File: config.mk
export PLATFORM = sky130hd
export DESIGN_NAME = i2s_dac_tx
export DESIGN_NICKNAME = d
export VERILOG_FILES = /design/src/rtl/i2s_dac_tx.sv
export SDC_FILE = /design/constraint.sdc
export NUM_CORES = 1
export LEC_CHECK = 0
export BUFFER_PORTS_ARGS = -buffer_cell sky130_fd_sc_hd__buf_2
export CELL_PAD_IN_SITES_DETAIL_PLACEMENT = 1
export CELL_PAD_IN_SITES_GLOBAL_PLACEMENT = 2
export CORE_ASPECT_RATIO = 0.9
export CORE_MARGIN = 3
export CORE_UTILIZATION = 25
export CTS_CLUSTER_DIAMETER = 150
export DETAILED_ROUTE_END_ITERATION = 12
export HOLD_SLACK_MARGIN = 0.05
export PLACE_DENSITY_LB_ADDON = 0.1
export SLEW_MARGIN = 40
export SYNTH_ARGS = -nofsm -noshare
export SYNTH_HDL_FRONTEND = slang
export SYNTH_SLANG_ARGS = --single-unit
File: constraint.sdc
create_clock -name i_clk -period 2 [get_ports i_clk]
set_clock_uncertainty 0.15 [all_clocks]
set_input_delay 0.4 -clock i_clk [delete_from_list [all_inputs] [get_ports i_clk]]
set_output_delay 0.4 -clock i_clk [all_outputs]
set_load 0.01 [all_outputs]
File: src/rtl/i2s_dac_tx.sv
// i2s_dac_tx
// ----------
// Playback-side I2S transmitter for a WM8731 DAC. The codec is the I2S
// master: BCLK and DACLRCK are inputs. Samples come from the DSP through a
// request/valid handshake into a one-entry buffer. Each sample is sent
// MSB-first on both the left and right channels (mono).
//
// Handshake: o_ready is high while the buffer is empty. A sample is taken
// on any clock edge where i_en & i_dac_valid & o_ready are all high.
// o_request is a one-cycle hint that the DSP should supply the next sample.
// The DSP may also present valid data without a request, as long as
// o_ready is high.
//
// Ports:
//   i_clk         block clock (inverted AUD_BCLK: rising i_clk = falling BCLK)
//   i_rst         asynchronous active-high reset
//   i_en          playback enable; 0 forces IDLE and flushes the buffer
//   i_daclrck     codec DACLRCK (0 = left, 1 = right)
//   i_dac_data    DATA_W-bit two's-complement sample
//   i_dac_valid   i_dac_data is valid this cycle
//   o_ready       buffer empty
//   o_request     one-cycle pulse asking for the next sample
//   o_aud_dacdat  registered serial data to the codec
//   o_underrun    sticky: a left frame started with an empty buffer
//   o_dbg_state   current FSM state (0 IDLE, 1 WAIT, 2 SEND_L, 3 SEND_R)
module i2s_dac_tx #(
    parameter int DATA_W = 16,
    parameter int BCNT_W = 5
) (
    input  logic              i_clk,
    input  logic              i_rst,
    input  logic              i_en,
    input  logic              i_daclrck,
    input  logic [DATA_W-1:0] i_dac_data,
    input  logic              i_dac_valid,
    output logic              o_ready,
    output logic              o_request,
    output logic              o_aud_dacdat,
    output logic              o_underrun,
    output logic [1:0]        o_dbg_state
);

    typedef enum logic [1:0] {
        ST_IDLE   = 2'd0,
        ST_WAIT   = 2'd1,
        ST_SEND_L = 2'd2,
        ST_SEND_R = 2'd3
    } state_t;

    localparam logic [BCNT_W-1:0] BCNT_LAST = BCNT_W'(DATA_W - 1);
    localparam logic [BCNT_W-1:0] BCNT_SAT  = BCNT_W'(DATA_W);

    state_t              state_q, state_d;
    logic                lrck_q, lrck_d;
    logic [DATA_W-1:0]   buf_q, buf_d;
    logic                buf_full_q, buf_full_d;
    logic [DATA_W-1:0]   shift_q, shift_d;
    logic [DATA_W-1:0]   copy_q, copy_d;
    logic [BCNT_W-1:0]   bcnt_q, bcnt_d;
    logic                dacdat_q, dacdat_d;
    logic                request_q, request_d;
    logic                underrun_q, underrun_d;

    logic                le;
    logic                re;
    logic                sending;
    logic                load_l;
    logic                load_r;
    logic                accept;
    logic [DATA_W-1:0]   word;

    // Channel edges from the registered LRCK copy.
    assign le      = lrck_q & ~i_daclrck;
    assign re      = ~lrck_q & i_daclrck;
    assign sending = (state_q == ST_SEND_L) || (state_q == ST_SEND_R);
    assign load_l  = i_en & le & (state_q != ST_IDLE);
    assign load_r  = i_en & re & sending;
    assign accept  = i_en & i_dac_valid & ~buf_full_q;
    // An empty buffer at the left edge sends a silent frame.
    assign word    = buf_full_q ? buf_q : '0;

    // ---------------- state register ----------------
    always_ff @(posedge i_clk or posedge i_rst) begin
        if (i_rst) begin
            state_q <= ST_IDLE;
        end else begin
            state_q <= state_d;
        end
    end

    // ---------------- next-state logic ----------------
    always_comb begin
        state_d = state_q;
        if (!i_en) begin
            state_d = ST_IDLE;
        end else begin
            case (state_q)
                ST_IDLE:   state_d = ST_WAIT;
                ST_WAIT:   if (le) state_d = ST_SEND_L;
                ST_SEND_L,
                ST_SEND_R: begin
                    // A new edge abandons any unsent bits of a short half-frame.
                    if (le)      state_d = ST_SEND_L;
                    else if (re) state_d = ST_SEND_R;
                end
                default:   state_d = ST_IDLE;
            endcase
        end
    end

    // ---------------- output / datapath logic ----------------
    always_comb begin
        lrck_d     = i_daclrck;
        buf_d      = buf_q;
        buf_full_d = buf_full_q;
        shift_d    = shift_q;
        copy_d     = copy_q;
        bcnt_d     = bcnt_q;
        dacdat_d   = 1'b0;
        request_d  = 1'b0;
        underrun_d = underrun_q;

        if (!i_en) begin
            buf_d      = '0;
            buf_full_d = 1'b0;
            shift_d    = '0;
            copy_d     = '0;
            bcnt_d     = '0;
            underrun_d = 1'b0;
        end else begin
            // Acceptance is evaluated against the old buffer state, so a
            // sample arriving on the left edge stays for the next frame.
            if (accept) begin
                buf_d      = i_dac_data;
                buf_full_d = 1'b1;
            end

            if (state_q == ST_IDLE) begin
                request_d = 1'b1;  // prefill request on enabling
            end else if (load_l) begin
                copy_d    = word;
                shift_d   = word << 1;
                dacdat_d  = word[DATA_W-1];
                bcnt_d    = '0;
                request_d = 1'b1;
                if (buf_full_q) begin
                    buf_d      = '0;
                    buf_full_d = 1'b0;
                end else begin
                    underrun_d = 1'b1;
                end
            end else if (load_r) begin
                shift_d  = copy_q << 1;
                dacdat_d = copy_q[DATA_W-1];
                bcnt_d   = '0;
            end else if (sending) begin
                // bcnt_q counts bits already sent after the MSB.
                if (bcnt_q < BCNT_LAST) begin
                    dacdat_d = shift_q[DATA_W-1];
                end
                shift_d = shift_q << 1;
                if (bcnt_q != BCNT_SAT) begin
                    bcnt_d = bcnt_q + 1'b1;
                end
            end
        end
    end

    always_ff @(posedge i_clk or posedge i_rst) begin
        if (i_rst) begin
            lrck_q     <= 1'b1;
            buf_q      <= '0;
            buf_full_q <= 1'b0;
            shift_q    <= '0;
            copy_q     <= '0;
            bcnt_q     <= '0;
            dacdat_q   <= 1'b0;
            request_q  <= 1'b0;
            underrun_q <= 1'b0;
        end else begin
            lrck_q     <= lrck_d;
            buf_q      <= buf_d;
            buf_full_q <= buf_full_d;
            shift_q    <= shift_d;
            copy_q     <= copy_d;
            bcnt_q     <= bcnt_d;
            dacdat_q   <= dacdat_d;
            request_q  <= request_d;
            underrun_q <= underrun_d;
        end
    end

    assign o_ready      = ~buf_full_q;
    assign o_request    = request_q;
    assign o_aud_dacdat = dacdat_q;
    assign o_underrun   = underrun_q;
    assign o_dbg_state  = state_q;

endmodule

== Yosys cells after proc, flatten, opt, wreduce, memory -nomap -nowiden ==
Index checks and enable logic that the tools add are counted.

* $lt $le $gt $ge: 1
* Reduce and logical (&&, ||, !) cells: 9
* Equal/unequal tests: 11
* $add $sub $neg: 1
* Bitwise gates (word level): 11
* Muxes and demuxes: 43

{| class="wikitable"
|+ Operator list
! kind !! count
|-
| $mux W16 || 14
|-
| $mux W5 || 6
|-
| $mux W1 || 18
|-
| $and A1 B1 Y1 || 8
|-
| $mux W2 || 4
|-
| $ne A4 B1 Y1 const B || 2
|-
| $pmux W2 S3 || 1
|-
| $reduce_and A2 Y1 || 3
|-
| $reduce_and A3 Y1 || 2
|-
| $add A5 B1 Y5 const B || 1
|-
| $lt A5 B4 Y1 const B || 1
|-
| $ne A5 B5 Y1 const B || 1
|-
| $eq A2 B2 Y1 const B || 2
|-
| $ne A2 B2 Y1 const B || 2
|-
| $ne A4 B4 Y1 const B || 1
|-
| $ne A3 B3 Y1 const B || 1
|-
| $not A1 Y1 || 3
|-
| $eq A2 B1 Y1 const B || 1
|-
| $logic_not A2 Y1 || 1
|-
| $ne A2 B1 Y1 const B || 1
|-
| $reduce_bool A2 Y1 || 1
|-
| $reduce_or A2 Y1 || 1
|-
| $logic_or A1 B1 Y1 || 1
|}

* Register bits after elaboration: 60
* Output and inout bits: 6
* Bits of input ports: 21

== Depth between registers and ports, before layout ==
* Depth in word-level cells: 8
* Depth in mapped cells: 6
* Mapped depth without buffers: 6

== Worst setup path before layout ==
OpenSTA, ideal clock, no wires.

* Path kind: register -> register
* Start point: register lrck_q
* End point: register shift_q[15]
* Setup time: 125 ps
* Data required time: 1725 ps
* Slack: 325 ps
* Path buffers: 2
* Clock period less this slack: 1675 ps
* Cell stages (with the launch flop): 7
* Arrival time: 1400 ps
* Cell sequence: dfstp_2 > nand2b_1 > or2_1 > buf_4 > buf_4 > a21oi_1 > o31ai_2

* Word-level cells in the longest chain between the ends: 8

{| class="wikitable"
|+ RTL lines
! element !! line !! RTL
|-
| start, declared || 54 || <nowiki>logic lrck_q, lrck_d;</nowiki>
|-
| start signal, assigned || 181 || <nowiki>lrck_q <= lrck_d;</nowiki>
|-
| $not A1 Y1 || 74 || <nowiki>assign re = ~lrck_q & i_daclrck;</nowiki>
|-
| $and A1 B1 Y1 || 74 ||
|-
| $and A1 B1 Y1 (2 in a row) || 77 || <nowiki>assign load_r = i_en & re & sending;</nowiki>
|-
| $mux W16 || 152 || <nowiki>end else if (load_r) begin</nowiki>
|-
| $mux W16 || 140 || <nowiki>end else if (load_l) begin</nowiki>
|-
| $mux W16 || 138 || <nowiki>if (state_q == ST_IDLE) begin</nowiki>
|-
| $mux W16 || 123 || <nowiki>if (!i_en) begin</nowiki>
|-
| end signal, assigned || 184 || <nowiki>shift_q <= shift_d;</nowiki>
|-
| end, declared || 57 || <nowiki>logic [DATA_W-1:0] shift_q, shift_d;</nowiki>
|}

Several ways; a longest one is shown, not always the timed one. The select of a mux whose other input is x is not followed.
A chain may end at the register's enable or synchronous reset.

== Worst setup path after layout ==
* Start point: register lrck_q
* End point: register dacdat_q, in the netlist o_aud_dacdat

* Word-level cells in the longest chain between the ends: 8

{| class="wikitable"
|+ RTL lines
! element !! line !! RTL
|-
| $not A1 Y1 || 74 ||
|-
| $and A1 B1 Y1 || 74 ||
|-
| $and A1 B1 Y1 (2 in a row) || 77 ||
|-
| $mux W1 || 152 ||
|-
| $mux W1 (*) || 140 ||
|-
| $mux W1 (*) || 138 ||
|-
| $mux W1 (*) || 123 ||
|-
| net dacdat_d || 60 || <nowiki>logic dacdat_q, dacdat_d;</nowiki>
|-
| end signal, assigned || 187 || <nowiki>dacdat_q <= dacdat_d;</nowiki>
|-
| end, declared || 60 ||
|}

The timed path passes the listed nets; every way through them passes the cells marked *.

==> out/results.txt <==
Via count - 2,357
CTS tree - done
CP endpoint kind - flip-flop
Die Y - 107.3 um
Worst slew pin tran - 0.5139 ns
Finished Layout Cells - 521
HPWL after DPL - 5419 um
CTS Sinks - 59
Area Growth Syn to Fin - 23.94%
Inserted Diodes - 0
Synth Net Count - 354
Initial antenna violation count - 0
Final min period - 1.917 ns
Cells after Synth - 331
Avg Cell Area, Syn - 8.607 um2
Worst min path class - in -> reg
Number of port buffers - 26
CTS Root Cell - clkbuf_16
Final GP Congestion - 0.7290
Chip width - 118.5 um
Final Hold Viols - 0
Post-synthesis cell area - 2849 um2
Met2 Use GR - 19.43%
DR pass1 iterations - 5
Data required time of the worst path - 2.05 ns
Ports - 27
Die ar. - 12,710 um2
Post-synth top flop - dfrtp_1
Hold_sp - i_daclrck
Max-cap violations - 0
Core Area - 10,990 um2
First-pass GRT wire length - 13,370 um
Starting Density - 25.92%
Global Route met1 Usage - 19.50%
Fraction of registers with async set or reset after synthesis - 100.0%
Gr usage total - 13.37%
Drt total wl - 7944 um
WL/cell - 15.25 um
Sequential share of the synthesized area - 51.87%
Clock Pin Slew Worst Setup and Hold Paths - 0.06 ns
DR vias/cell - 4.524
Routing usage on met3 - 3.048%
Slew Limit Fails - 0
Maximum clock insertion buffer count - 2
Setup crit start kind - flip-flop
Initial DRC Count - 83
CP arrival - 1.97 ns
Share of post-route cells with drive strength above 1 - 17.34%
CP startpoint - lrck_q
Yosys warns - 0
Post-CTS Setup Bufs - 0
R2R Path Start - lrck_q
Worst skew pair latency - 0.33 ns
Power per cell area - 863.2 nW/um2
Final setup vio count - 0
Post-synth EDFFs - 0
Post-Place Cells - 504
Post-synth cell types - 39
Via count of the first global-routing pass - 2,432
Unrepaired setup endpoints after global routing - no
CP max FO - 15
Final Net Count - 387
Status - finished clean
GR Overflow Total - 0
Synthesized flop and latch total - 59
Gr busiest metal - met1
# rows - 36
Leak - 1.581 nW
Relative slew slack - 65.51%
Final Worst Setup Slack - 0.08299 ns
Max frequency - 521.6 MHz
DRC violations left - 0
Overall Power - 0.003048 W
Antenna-violating nets left - 0
H-Tree Depth - 3
CP Class - reg -> reg
CTS Buf Count - 9
Largest net degree at the start of global routing - 60
Place WS - -0.01074 ns
Max VDD drop - 0.3662 mV
Period utilisation layout - 95.85%
## worst paths after layout
path                                end  cells after the start  slack (ns)
min reg2reg                  shift_q[5]                      2        0.33
max reg2reg                o_aud_dacdat                      3        0.08
max                        o_aud_dacdat                      3        0.08
max in group asynchronous        lrck_q                      4        0.82
min                              lrck_q                      1        0.09
min in group asynchronous    shift_q[9]                      4        0.57
## flip-flops by register name (all words and copies together) (netlist names)
name,flops
copy_q,16
shift_q,15
o_underrun,1
o_dbg_state,2
bcnt_q,5
buf_q,16
buf_full_q,1
o_aud_dacdat,1
lrck_q,1
o_request,1
## metal layers
metal / part of all wire (%) / vias up / wire, um
met2: 40 / 30 / 3214
met3: 2.5 / 10 / 197
met4: 1.3 / 0 / 104
li1: - / 1191 / -
met5: 0 / - / 0
met1: 56 / 1126 / 4428
## per-stage QoR
step                setup TNS, ns  utilization [%]  cell area, um2  hold WS (ns)
floorplan                       0                -            2853        0.2545
global placement         -0.01123            29.34            3224        0.3128
detailed placement       -0.01074            29.34            3224        0.3167
CTS                             0            32.13            3531       0.07361
global route                    0            32.13            3531       0.08592
finish                          0            32.13            3531       0.08877
## Yosys cell counts (3+ instances only)
cell	instances	share of area [%]
a21oi_1	31	5.4
and3_1	17	3.7
buf_2	10	1.8
clkbuf_1	7	0.92
dfrtp_1	58	51
inv_1	8	1.1
nand2_1	109	14
nand3_1	22	3.9
nand3b_1	3	0.79
nor2_1	6	0.79
o21a_1	3	0.79
o21ai_0	8	1.4
o21ai_1	4	0.70
o31ai_1	15	4.0
## final cells by class
class | instances | area (um2)
clock inverter | 5 | 52.55
tap | 152 | 190.2
inverter | 8 | 33.78
clock buffer | 11 | 242.7
sequential | 59 | 1478
timing repair buffer | 43 | 297.8
fill | 1347 | 7460
multi-input combinational | 243 | 1236
## cells in the final DEF (no fill, tap or decap), types with 2 or more instances in the layout
cell	instances
o31ai_1	15
o21ai_1	4
and2_1	2
clkbuf_16	9
nand2_1	109
nand2b_1	2
a311oi_1	2
clkinvlp_4	2
inv_1	7
ha_1	2
nand3_1	22
nand3b_1	3
buf_2	26
dfrtp_1	58
a21oi_1	31
and3_1	17
buf_12	3
nor2_1	6
clkinv_2	3
o21ai_0	8
buf_4	13
o21a_1	3
## cell families after synthesis
group | after synthesis | synth area share (%)
compound gates | 71 | 15.42
fa+ha+maj | 2 | 0.8782
xor+xnor | 1 | 0.3075
buf+inv | 29 | 4.787
flops | 59 | 51.87
simple gates | 169 | 26.75
## what timing repair did
action / CTS / global route
resized for setup: 1 / 0
endpoints found under the setup margin: 1 / 0
hold buffers: 1 / 0
endpoints found under the hold margin: 58 / 0
## power by group
group / internal, W / switching (W) / total (W)
clock: 0.000991 / 0.000556 / 0.00155
combinational: 0.0000889 / 0.000155 / 0.000244
sequential: 0.00123 / 0.0000318 / 0.00126
total: 0.00231 / 0.000742 / 0.00305
## critical path: stages (launching register included)
cell      delay, ns
dfstp_2        0.59
and4b_2        0.37
a211o_1        0.34
a311oi_1       0.35
Note: power is estimated with default switching activity, not from simulation.
